## src/rtl/sys_lsu.sv

```systemverilog
// Load/store unit in front of sys_memory: turns byte-addressed requests into word
// reads/writes, merging sub-word stores by read-modify-write, and returns extended load data.
module sys_lsu #(
  parameter int WIDTH  = 32,
  parameter int LENGTH = 1024,
  parameter int TAG_W  = 4,
  localparam int AW    = $clog2(LENGTH)
) (
  input  logic             clk,
  input  logic             rst,
  input  logic             req_valid,
  output logic             req_ready,
  input  logic             req_store,
  input  logic [1:0]       req_size,
  input  logic             req_unsigned,
  input  logic [31:0]      req_addr,
  input  logic [WIDTH-1:0] req_wdata,
  input  logic [TAG_W-1:0] req_tag,
  output logic             resp_valid,
  input  logic             resp_ready,
  output logic [WIDTH-1:0] resp_rdata,
  output logic             resp_fault,
  output logic [TAG_W-1:0] resp_tag,
  output logic [AW-1:0]    mem_read_addr,
  output logic             mem_read_enable,
  input  logic [WIDTH-1:0] mem_read_data,
  input  logic             mem_read_valid,
  input  logic             mem_read_done,
  output logic [AW-1:0]    mem_write_addr,
  output logic             mem_write_enable,
  output logic [WIDTH-1:0] mem_write_data,
  input  logic             mem_write_valid,
  input  logic             mem_write_done
);

  typedef enum logic [2:0] {
    IDLE, RD_ISSUE, RD_WAIT, WR_ISSUE, WR_WAIT, RESP
  } state_t;

  state_t           state_reg, state_next;
  logic [1:0]       lane_reg;
  logic [1:0]       size_reg;
  logic             store_reg;
  logic             unsigned_reg;
  logic [15:0]      wdata_reg;
  logic [TAG_W-1:0] tag_reg;
  logic [31:0]      rdata_reg, rdata_next;
  logic             fault_reg, fault_next;
  logic             mem_read_enable_reg, mem_write_enable_reg;
  logic [AW-1:0]    mem_addr_reg;
  logic [31:0]      mem_write_data_reg, mem_write_data_next;

  logic             accept;
  logic             req_fault;
  logic [7:0]       byte_lane;
  logic [15:0]      half_lane;
  logic [31:0]      load_ext;
  logic [31:0]      merged;

  assign accept = req_valid && (state_reg == IDLE);

  assign req_fault = (req_size == 2'b11) ||
                     ((req_size == 2'b01) && req_addr[0]) ||
                     ((req_size == 2'b10) && (req_addr[1:0] != 2'b00)) ||
                     ({2'b00, req_addr[31:2]} >= 32'(LENGTH));

  assign byte_lane = mem_read_data[{lane_reg, 3'b000} +: 8];
  assign half_lane = mem_read_data[{lane_reg[1], 4'b0000} +: 16];

  always_comb begin
    load_ext = mem_read_data;
    case (size_reg)
      2'b00:   load_ext = unsigned_reg ? {24'b0, byte_lane} : {{24{byte_lane[7]}}, byte_lane};
      2'b01:   load_ext = unsigned_reg ? {16'b0, half_lane} : {{16{half_lane[15]}}, half_lane};
      default: load_ext = mem_read_data;
    endcase
  end

  // Per byte lane: take store data when the lane is covered by the access, else keep the read word.
  generate
    for (genvar gi = 0; gi < 4; gi++) begin : g_merge
      logic lane_hit;
      assign lane_hit = ((size_reg == 2'b00) && (lane_reg == 2'(gi))) ||
                        ((size_reg == 2'b01) && (lane_reg[1] == gi[1]));
      assign merged[8*gi +: 8] = !lane_hit ? mem_read_data[8*gi +: 8] :
                                 (size_reg == 2'b00) ? wdata_reg[7:0] : wdata_reg[8*(gi%2) +: 8];
    end
  endgenerate

  always_comb begin
    state_next          = state_reg;
    rdata_next          = rdata_reg;
    fault_next          = fault_reg;
    mem_write_data_next = mem_write_data_reg;
    case (state_reg)
      IDLE: begin
        if (accept) begin
          rdata_next = 32'b0;
          fault_next = req_fault;
          if (req_fault) begin
            state_next = RESP;
          end else if (req_store && (req_size == 2'b10)) begin
            state_next          = WR_ISSUE;
            mem_write_data_next = req_wdata;
          end else begin
            state_next = RD_ISSUE;
          end
        end
      end
      RD_ISSUE: state_next = RD_WAIT;
      RD_WAIT: begin
        if (mem_read_done) begin
          if (!mem_read_valid) begin
            fault_next = 1'b1;
            state_next = RESP;
          end else if (store_reg) begin
            mem_write_data_next = merged;
            state_next          = WR_ISSUE;
          end else begin
            rdata_next = load_ext;
            state_next = RESP;
          end
        end
      end
      WR_ISSUE: state_next = WR_WAIT;
      WR_WAIT: begin
        if (mem_write_done) begin
          fault_next = !mem_write_valid;
          state_next = RESP;
        end
      end
      RESP: begin
        if (resp_ready) state_next = IDLE;
      end
      default: state_next = IDLE;
    endcase
  end

  always_ff @(posedge clk or negedge rst) begin
    if (!rst) begin
      state_reg            <= IDLE;
      lane_reg             <= '0;
      size_reg             <= '0;
      store_reg            <= 1'b0;
      unsigned_reg         <= 1'b0;
      wdata_reg            <= '0;
      tag_reg              <= '0;
      rdata_reg            <= '0;
      fault_reg            <= 1'b0;
      mem_read_enable_reg  <= 1'b0;
      mem_write_enable_reg <= 1'b0;
      mem_addr_reg         <= '0;
      mem_write_data_reg   <= '0;
    end else begin
      state_reg            <= state_next;
      rdata_reg            <= rdata_next;
      fault_reg            <= fault_next;
      mem_write_data_reg   <= mem_write_data_next;
      mem_read_enable_reg  <= (state_next == RD_ISSUE);
      mem_write_enable_reg <= (state_next == WR_ISSUE);
      if (accept) begin
        lane_reg     <= req_addr[1:0];
        size_reg     <= req_size;
        store_reg    <= req_store;
        unsigned_reg <= req_unsigned;
        wdata_reg    <= req_wdata[15:0];
        tag_reg      <= req_tag;
        mem_addr_reg <= req_addr[AW+1:2];
      end
    end
  end

  // Ready is gated by reset so nothing is accepted while the unit is held in reset.
  assign req_ready        = (state_reg == IDLE) && rst;
  assign resp_valid       = (state_reg == RESP);
  assign resp_rdata       = rdata_reg;
  assign resp_fault       = fault_reg;
  assign resp_tag         = tag_reg;
  assign mem_read_addr    = mem_addr_reg;
  assign mem_write_addr   = mem_addr_reg;
  assign mem_read_enable  = mem_read_enable_reg;
  assign mem_write_enable = mem_write_enable_reg;
  assign mem_write_data   = mem_write_data_reg;

endmodule

```

## config.mk

```make
export PLATFORM = sky130hd
export DESIGN_NAME = sys_lsu
export DESIGN_NICKNAME = d
export VERILOG_FILES = /design/src/rtl/sys_lsu.sv
export SDC_FILE = /design/constraint.sdc
export NUM_CORES = 1
export LEC_CHECK = 0
export ABC_AREA = 1
export BUFFER_PORTS_ARGS = -buffer_cell sky130_fd_sc_hd__clkbuf_2
export CORE_ASPECT_RATIO = 0.8
export CORE_MARGIN = 10
export CORE_UTILIZATION = 40
export DETAILED_ROUTE_END_ITERATION = 8
export GPL_TIMING_DRIVEN = 0
export PLACE_DENSITY_LB_ADDON = 0.05
export SYNTH_ARGS = -nofsm -noshare
export SYNTH_HDL_FRONTEND = slang
export SYNTH_SLANG_ARGS = --single-unit
export TNS_END_PERCENT = 50
```

## constraint.sdc

```tcl
create_clock -name clk -period 1.6 [get_ports clk]
set_input_delay 0.08 -clock clk [delete_from_list [all_inputs] [get_ports clk]]
set_output_delay 0.08 -clock clk [all_outputs]
set_load 0.05 [all_outputs]
```

==> impl_metrics.json, run 1 <==
{
  "hold_viol": 106,
  "tritoncts": "done",
  "start_util_pct": 41.1,
  "grt_start_max_net_pins": 108,
  "async_flop_share_pct": 100,
  "core_um2": 15100,
  "detailedRoute.firstPassIterationCount": 5,
  "clkSlewWorstSetupHoldPaths_ps": 70,
  "ant_nets": 0,
  "instances_no_fill": 1421,
  "ir_worst_vdd_mv": 1.01,
  "synth_common_cells": "nand2_1 (457), nand3_1 (128), dfrtp_1 (106), inv_1 (67), o21ai_0 (47)",
  "max_freq_ghz": 0.620,
  "timing_worst_setup_path_type": "flop to flop",
  "synthAdderAreaFrac_pct": 0,
  "synth_top_flop_cell": "dfrtp_1",
  "synth_top_family_by_area": "simple AND/OR/NAND/NOR gates",
  "vias": 6882,
  "ys_seq_area_share_pct": 42.7,
  "synth_edf_count": 0,
  "worst-path-buf-inv": 3,
  "grt_pass1_vias": 6796,
  "arrival_ps": 1870,
  "critPathMaxFanout": 10,
  "cts_buffers": 9,
  "critical-path-top-delay-family": "simple AND/OR/NAND/NOR gates",
  "cp-start-kind": "flop",
  "synth_compound_gate_area_share_pct": 5.13,
  "clock-root-buffer": "clkbuf_16",
  "grtUsageMet2_pct": 33.0,
  "ioPinCount": 205,
  "dieArea_um2": 21000,
  "stdcell_area_um2": 8750,
  "pwr_density_cell_nw_per_um2": 2210,
  "reg2reg_slack_ps": -10,
  "routedWlPerCell_um": 16.2,
  "netlist.area_leader.share_pct": 42.7,
  "status": "complete, but fails checks",
  "ys_types": 26,
  "slowest_delay_ps": 470,
  "syn-cell-area_um2": 6220,
  "synth_mux_area_share_pct": 0,
  "fin_nets": 1319,
  "antenna_found_initial": 0,
  "max_slew_margin_pct": 42.3,
  "use_met3_pct": 6.99,
  "holdBufCountCts": 35,
  "synth_nets": 1046,
  "end_kind": "flop",
  "worst_path_max_delay_cell": "dfrtp_2",
  "crit_chain": "inv_2 > nand2_4 > nor2_4 > nand2_2 > nand3_2 > nor2_4 > buf_12 > buf_4 > nand3_1 > nand2_1",
  "fillCellCount": 1554,
  "rsz0062_at_grt": "yes",
  "synthSimpleGateAreaFrac_pct": 42.7,
  "power_leakage_nw": 5.01,
  "vias_per_cell": 4.84,
  "synth.avg_cell_area_um2": 6.66,
  "port_buffers": 204,
  "rows": 40,
  "gr-max-usage-layer": "met2",
  "max_cap_violations": 0,
  "wl_mm": 23.0,
  "maxSlewViolCount": 0,
  "gr-total-overflow": 0,
  "synth.most_common_cell": "nand2_1",
  "hold_ws_ps": -168,
  "synth_area_leaders": "dfrtp_1 (43%), nand2_1 (28%), nand3_1 (10%)",
  "placed_area_um2": 7510,
  "path_depth": 10,
  "met1_usage_pct": 28.9,
  "p_total_mw": 19.4,
  "cts.sinks": 106,
  "track_usage_pct": 21.4,
  "clockBufferDepth": 2,
  "hold_path.class": "input port to asynchronous set/reset pin",
  "required_ps": 1850,
  "ys_ff_latch": 106,
  "die_height_um": 132,
  "reg2regPathDepth": 10,
  "yosys_warnings": 0,
  "setup_ws_ps": -12.9,
  "skew_ps": 9.05,
  "gp_congestion": 0.951,
  "final_layout_size_suffix_gt1_share_pct": 30.4,
  "die_x_um": 159,
  "clock_latency_ps": 360,
  "antenna_cells": 0,
  "fin_setup_tns_ps": -36.7,
  "setup_viol": 9,
  "tightestPinTransition_ps": 865,
  "violations": "hold timing, setup timing",
  "place_hpwl_mm": 17.8,
  "crit_top_cell": "nor2_4",
  "drt_iter0_markers": 612,
  "yosysTopAreaCell": "dfrtp_1",
  "synthXorXnorAreaFrac_pct": 0,
  "finalCritPeriodShare_pct": 101,
  "grt_pass1_wl_mm": 36.6,
  "htree_levels": 3,
  "area_growth_pct": 40.7,
  "period_minus_slack_ps": 1610,
  "placedCellCount": 1348,
  "netlist_instances": 934,
  "drc_errors": 0
}
==> worst register-to-register path, stage by stage, from the launching register on <==
cell     delay [ps]
dfrtp_2         470
inv_2           100
nand2_4          60
nor2_4          190
nand2_2          90
nand3_2         100
nor2_4           40
buf_12          130
buf_4           170
nand3_1         100
nand2_1          60
==> report_power, final <==
| part | switching, mW | leakage [nW] | internal [mW] | total (mW) |
|---|---|---|---|---|
| Clock | 1.05 | 0.156 | 1.42 | 2.46 |
| Combinational | 8.70 | 3.50 | 3.77 | 12.5 |
| Sequential | 0.649 | 1.36 | 3.79 | 4.44 |
==> timing repair <==
action | CTS | global route
buffers inserted | 7 | 14
cloned | 3 | 0
setup endpoints to repair | 97 | 101
pin swaps | 4 | 12
hold endpoints to repair | 141 | 106
gates resized for setup | 66 | 76
==> through the flow <==
stage	setup slack, ps	util [%]	hold WS (ps)
detailed placement	-256	49.7	256
floorplan	131	-	-216
global placement	-1260	49.6	274
finish	-12.9	57.9	-168
global route	-83.0	57.9	-99.2
CTS	-56.0	55.9	-131
==> routing by layer <==
metal / up-vias / wire (um)
met4: 0 / 206
met3: 18 / 2040
met1: 3168 / 10400
li1: 3450 / -
met2: 246 / 10400
met5: - / 0
==> worst paths after layout <==
check,from,to
worst min register to register,mem_write_data[13]$_DFFE_PN0P_,mem_write_data[13]$_DFFE_PN0P_
worst min-delay path,rst,resp_rdata[12]$_DFFE_PN0P_
min in group clk,req_size[1],size_reg[1]$_DFFE_PN0P_
worst max register to register,state_reg[1]$_DFF_PN0_,mem_write_data[31]$_DFFE_PN0P_
max in group asynchronous,rst,state_reg[1]$_DFF_PN0_
worst max-delay path,state_reg[1]$_DFF_PN0_,mem_write_data[31]$_DFFE_PN0P_
==> cell type report <==
class | instances | area (um2) | area share [%]
well taps | 210 | 263 | 3.00
multi-input cells | 697 | 3180 | 36.4
inverters | 77 | 310 | 3.55
repair buffers | 262 | 1600 | 18.3
flip-flops and latches | 106 | 2660 | 30.4
clock buffers | 10 | 239 | 2.73
clock inverters | 5 | 85.1 | 0.973
plain buffers | 54 | 404 | 4.62
==> layout by cell type (no fill, tap or decap), types with 4 or more instances in the layout <==
master / n
nor2_4: 4
dfrtp_1: 103
buf_2: 10
o21ai_0: 43
nand3_2: 5
clkbuf_16: 9
nand2_4: 6
nor3_1: 4
inv_2: 5
nand3_4: 5
o211ai_1: 8
clkbuf_4: 4
buf_4: 33
dlygate4sd3_1: 35
inv_6: 4
inv_1: 66
buf_6: 16
clkbuf_1: 4
clkbuf_2: 209
nor2_1: 26
nand3_1: 123
nand2_2: 36
nand2_1: 425
==> cell families (layout without fill, tap and decap cells) <==
family | after synthesis | after routing
DFF | 106 | 106
AOI/OAI and AO/OA | 59 | 59
and+or+nand+nor | 638 | 638
buffers and inverters | 131 | 408
Note: power is estimated with default switching activity, not from simulation.
==> inputs of run 2 (changes only) <==
==> constraint.sdc (replaced) <==
create_clock -name clk -period 1.6 [get_ports clk]
set_input_delay 0.16 -clock clk [delete_from_list [all_inputs] [get_ports clk]]
set_output_delay 0.16 -clock clk [all_outputs]
set_load 0.05 [all_outputs]
==> run 2 against run 1 <==
The run still ends with hold timing, setup timing left. Largest power group unchanged. Die area stayed put. Cell area is 2.4% lower. First-iteration DRC count is 5.1% lower. Combinational power hardly changed. Count of clock-buffer cells in the layout stayed put. Final cell count is 1.5% lower. Utilization is 1.4 points lower. Highest routed layer unchanged. Sequential power hardly changed. Clock skew is 0.60 ps lower. Global-route usage is 0.20 points lower.
==> impl_metrics.json, run 2 (synthesized netlist as in run 1, its figures left out) <==
{
  "status": "complete, but fails checks",
  "violations": "hold timing, setup timing",
  "fin_nets": 1296,
  "skew_ps": 8.45,
  "vias": 6776,
  "switchingPower_mw": 10.4,
  "ff_latch_area_um2": 2660,
  "setup_ws_ps": -8.34,
  "p_int_mw": 8.95,
  "placed_area_um2": 7510,
  "max_cap_violations": 0,
  "layout_common_cells": "nand2_1 (425), clkbuf_2 (208), nand3_1 (124), dfrtp_1 (103), inv_1 (66)",
  "stdcell_area_um2": 8540,
  "die_x_um": 159,
  "period_minus_slack_ps": 1610,
  "wl_mm": 22.9,
  "gp_congestion": 0.951,
  "cts_buffers": 9,
  "setup_viol": 3,
  "antenna_found_initial": 1,
  "clockBufferDepth": 2,
  "instances_no_fill": 1399,
  "maxSlewViolCount": 0,
  "vias_per_cell": 4.84,
  "max_slew_margin_pct": 45.5,
  "place_hpwl_mm": 17.8,
  "rsz0062_at_grt": "yes",
  "cp-start-kind": "flop",
  "p_sw_share_pct": 53.8,
  "cts.sinks": 106,
  "clock_latency_ps": 360,
  "clkPwrFrac_pct": 12.7,
  "clock-root-buffer": "clkbuf_16",
  "arrival_ps": 1860,
  "routedWlPerCell_um": 16.4,
  "power_leakage_nw": 4.91,
  "final_util_pct": 56.5,
  "seqPwrFrac_pct": 23.0,
  "grt_start_max_net_pins": 108,
  "drt_iter0_markers": 581,
  "track_usage_pct": 21.2,
  "grt_pass1_vias": 6683,
  "ir_worst_vdd_mv": 1.01,
  "placedCellCount": 1348,
  "start_util_pct": 41.1,
  "fillCellCount": 1590,
  "area_growth_pct": 37.3,
  "grt_pass1_wl_mm": 36.1,
  "port_buffers": 204,
  "pwr_density_cell_nw_per_um2": 2270,
  "holdBufCountCts": 13,
  "dieArea_um2": 21000,
  "ioPinCount": 205,
  "ant_nets": 0,
  "gr-total-overflow": 0,
  "finalCritPeriodShare_pct": 101,
  "end_kind": "flop",
  "core_um2": 15100,
  "rows": 40,
  "drc_errors": 0,
  "tightestPinTransition_ps": 818,
  "tritoncts": "done",
  "multi_input_area_um2": 3200,
  "htree_levels": 3,
  "die_height_um": 132,
  "timing_worst_setup_path_type": "flop to flop",
  "place_ws_ps": -256,
  "max_freq_ghz": 0.622,
  "hold_viol": 106,
  "mostFrequentLayoutCell": "nand2_1",
  "reg2reg_slack_ps": -8,
  "required_ps": 1850,
  "clkSlewWorstSetupHoldPaths_ps": 70,
  "detailedRoute.firstPassIterationCount": 5,
  "combinationalPowerShare_pct": 64.3,
  "critPathMaxFanout": 10,
  "hold_ws_ps": -148,
  "final_layout_size_suffix_gt1_share_pct": 30.7,
  "hold_path.class": "input port to asynchronous set/reset pin"
}
-- run 2: changes by cell type in the layout (fill, tap and decap cells not counted) --
cell,before,now
diode_2,0,1
buf_1,0,1
nand2_2,36,35
nand3_1,123,124
clkbuf_8,2,1
dlygate4sd3_1,35,13
buf_4,33,29
clkbuf_2,209,208
inv_6,4,5
inv_4,3,2
buf_6,16,19
nand2_8,1,2
-- run 2: critical path, cell delays in order (launching register included) --
cell	delay, ps
dfrtp_2	470
inv_2	100
nand2_4	60
nor2_4	190
nand2_2	90
nand3_2	100
nor2_4	40
buf_12	130
buf_4	170
nand3_1	100
nand2_1	60
-- run 2: per-layer routing --
| metal | up-vias | global-route usage, % | routed length [um] |
|---|---|---|---|
| met4 | 0 | 3.55 | 203 |
| li1 | 3409 | - | - |
| met3 | 16 | 7.37 | 1980 |
| met1 | 3094 | 28.5 | 10500 |
| met2 | 257 | 32.5 | 10300 |
| met5 | - | 0 | 0 |
-- run 2: per-stage QoR --
stage / TNS [ps] / hold slack (ps) / total power, mW
3_5_place_dp: -13960 / 336 / 15.4
2_1_floorplan: 0 / -136 / 12.5
6_report: -14.6 / -148 / 19.4
4_1_cts: -1510 / -51.5 / 18.7
3_3_place_gp: -137900 / 354 / 15.3
5_1_grt: -2760 / -79.4 / 20.8
-- run 2: power groups by stage --
stage | Sequential (mW) | Combinational (mW) | Clock (mW)
after floorplan | 7.04 | 5.47 | 0
after global placement | 4.37 | 10.9 | 0
after detailed placement | 4.41 | 11.0 | 0
final | 4.45 | 12.5 | 2.46
after global routing | 4.60 | 13.6 | 2.61
after CTS | 4.41 | 11.7 | 2.51
-- run 2: final timing paths --
kind / startpoint / end / cells after the start
min in group clk: req_tag[1] / resp_tag[1]$_DFFE_PN0P_ / 3
hold / removal: rst / resp_rdata[12]$_DFFE_PN0P_ / 1
hold reg to reg: mem_write_data[13]$_DFFE_PN0P_ / mem_write_data[13]$_DFFE_PN0P_ / 2
max in group asynchronous: rst / size_reg[0]$_DFFE_PN0P_ / 1
setup / recovery: state_reg[1]$_DFF_PN0_ / mem_write_data[31]$_DFFE_PN0P_ / 10
setup reg to reg: state_reg[1]$_DFF_PN0_ / mem_write_data[31]$_DFFE_PN0P_ / 10
-- run 2: final cells by class --
type	count	share of cell area, %
Inverter	77	3.66
Tap cell	210	3.08
Clock inverter	5	0.996
Buffer	54	4.75
Multi-Input combinational cell	698	37.5
Clock buffer	10	2.80
Timing Repair Buffer	238	16.1
Sequential cell	106	31.1
Antenna cell	1	0.0293
-- run 2: repair_timing --
action	in CTS	in global routing
endpoints found under the hold margin	119	106
resized for setup	67	79
cloned	3	2
endpoints found under the setup margin	98	102
pin swaps	4	11
buffers inserted	7	10
==> inputs of run 3 (changes only) <==
--- a/config.mk
+++ b/config.mk
@@ -11,7 +11,7 @@
 export CORE_MARGIN = 10
 export CORE_UTILIZATION = 40
 export DETAILED_ROUTE_END_ITERATION = 8
-export GPL_TIMING_DRIVEN = 0
+export MAX_ROUTING_LAYER = met4
 export PLACE_DENSITY_LB_ADDON = 0.05
 export SYNTH_ARGS = -nofsm -noshare
 export SYNTH_HDL_FRONTEND = slang
==> constraint.sdc (replaced) <==
create_clock -name clk -period 1.6 [get_ports clk]
set_input_delay 0.08 -clock clk [delete_from_list [all_inputs] [get_ports clk]]
set_output_delay 0.08 -clock clk [all_outputs]
set_load 0.05 [all_outputs]
==> run 3 against run 2 <==
The run now ends clean. First-iteration DRC count is 15% lower. Sequential share of layout area is 0.49 points higher. Combinational power is 6% lower. Power is 5.5% lower. Cell area is 1.5% lower. Sequential power is 1% lower. Clock skew is 3.1 ps lower. Largest power group unchanged. Highest routed layer unchanged.
==> impl_metrics.json, run 3 (synthesized netlist as in run 1, its figures left out) <==
{
  "stdcell_area_um2": 8410,
  "clock_latency_ps": 360,
  "area_growth_pct": 35.3,
  "place_ws_ps": 21.5,
  "critPathMaxFanout": 8,
  "setup_viol": 0,
  "port_buffers": 204,
  "required_ps": 1850,
  "grt_pass1_vias": 6638,
  "tightestPinTransition_ps": 308,
  "routedWlPerCell_um": 15.8,
  "dieArea_um2": 21000,
  "fin_setup_tns_ps": 0,
  "gp_congestion": 0.945,
  "cts.sinks": 106,
  "rows": 40,
  "placed_area_um2": 7590,
  "crit_chain": "inv_2 > nand2_1 > a21oi_1 > nand3_2 > nor2_4 > nand2_4 > clkbuf_16 > nand2_1 > nand2_1",
  "wl_mm": 21.9,
  "grt_pass1_wl_mm": 34.8,
  "min_from": "mem_write_done",
  "place_hpwl_mm": 17.0,
  "end_kind": "flop",
  "die_height_um": 132,
  "clkSlewWorstSetupHoldPaths_ps": 70,
  "max_slew_margin_pct": 79.4,
  "critical-path-top-delay-family": "simple AND/OR/NAND/NOR gates",
  "hold_path.class": "input port to flop",
  "reg2reg_slack_ps": 40,
  "tritoncts": "done",
  "p_total_mw": 18.3,
  "clockBufferDepth": 2,
  "hold_viol": 0,
  "detailedRoute.firstPassIterationCount": 5,
  "placedCellCount": 1325,
  "grt_start_max_net_pins": 50,
  "die_x_um": 159,
  "start_util_pct": 41.1,
  "skew_ps": 5.30,
  "htree_levels": 3,
  "setup_ws_ps": 40.1,
  "crit_top_cell": "nand2_1",
  "slowest_delay_ps": 400,
  "worst-path-buf-inv": 2,
  "gr-total-overflow": 0,
  "core_um2": 15100,
  "clock-root-buffer": "clkbuf_16",
  "arrival_ps": 1810,
  "timing_worst_setup_path_type": "flop to flop",
  "period_minus_slack_ps": 1560,
  "antenna_found_initial": 1,
  "finalCritPeriodShare_pct": 97.5,
  "drc_errors": 0,
  "cts_buffers": 9,
  "final_layout_size_suffix_gt1_share_pct": 25.4,
  "mostFrequentLayoutCell": "nand2_1",
  "track_usage_pct": 20.8,
  "cp-start-kind": "flop",
  "layout_common_cells": "nand2_1 (456), clkbuf_2 (202), nand3_1 (127), dfrtp_1 (102), inv_1 (67)",
  "ir_worst_vdd_mv": 0.831,
  "pwr_density_cell_nw_per_um2": 2180,
  "ant_nets": 0,
  "ioPinCount": 205,
  "vias": 6604,
  "drt_iter0_markers": 496,
  "vias_per_cell": 4.77,
  "worst_path_max_delay_cell": "dfrtp_1",
  "instances_no_fill": 1385,
  "status": "completed",
  "fin_nets": 1280,
  "cp-startpoint": "state_reg[0]$_DFF_PN0_",
  "max_freq_ghz": 0.641,
  "power_leakage_nw": 4.86,
  "reg2reg_from": "state_reg[0]$_DFF_PN0_",
  "max_cap_violations": 0,
  "maxSlewViolCount": 0
}
## run 3: cell types whose count changed in the layout (fill, tap and decap cells not counted), moves of 4 or more
cell / delta
buf_2: -9
inv_6: -4
o21ai_0: +4
clkbuf_2: -6
nand2_1: +31
nand2_2: -28
nand3_4: -4
clkbuf_1: -4
dlygate4sd3_1: +21
clkbuf_4: -4
buf_12: +10
buf_4: -8
buf_6: -15
## run 3: per-layer routing
layer  track usage, %  up-vias  wire length [um]
met5                -        -                 0
met4             4.21        0               297
met3             6.15       21              1640
met2             30.0      215              9590
met1             28.3     2999             10400
li1                 -     3369                 -
## run 3: worst register-to-register path, delay by kind of cell, from the launching register on
kind,cells,cell delay (ps)
flops,1,400
compound gates,1,170
buf+inv,2,310
simple gates,6,570
## run 3: timing repair
item / in CTS / in global routing
hold buffers: 34 / 0
setup buffers: 0 / 4
setup endpoints to repair: 1 / 101
pin swaps: 0 / 3
endpoints found under the hold margin: 139 / 0
gates resized for setup: 1 / 21
cloned: 0 / 4
## run 3: layout make-up
cell class	count	area [um2]
well taps	210	263
inverters	77	294
flip-flops and latches	106	2660
multi-input cells	697	3030
fillers	1566	6710
clock inverters	7	68.8
repair buffers	277	1870
diodes	2	5.00
clock buffers	9	225
## run 3: path summary, 6_finish.rpt
check / to / depth (start not counted)
max: mem_write_data[0]$_DFFE_PN0P_ / 9
min: state_reg[0]$_DFF_PN0_ / 3
max in group asynchronous: wdata_reg[13]$_DFFE_PN0P_ / 3
min in group asynchronous: resp_rdata[14]$_DFFE_PN0P_ / 2
max reg2reg: mem_write_data[0]$_DFFE_PN0P_ / 9
min reg2reg: mem_write_data[16]$_DFFE_PN0P_ / 2
## run 3: power by group
group / total, mW / internal [mW] / leakage (nW) / switching (mW)
clock network: 2.24 / 1.21 / 0.142 / 1.03
logic: 11.7 / 3.42 / 3.36 / 8.25
registers: 4.40 / 3.79 / 1.36 / 0.606
## run 3: stage by stage
stage               hold WS (ps)  util [%]
finish                      13.1      55.6
global route                23.2      55.6
CTS                         8.38      54.4
detailed placement         -32.2      50.2
global placement           -32.3      50.2
floorplan                   -216         -
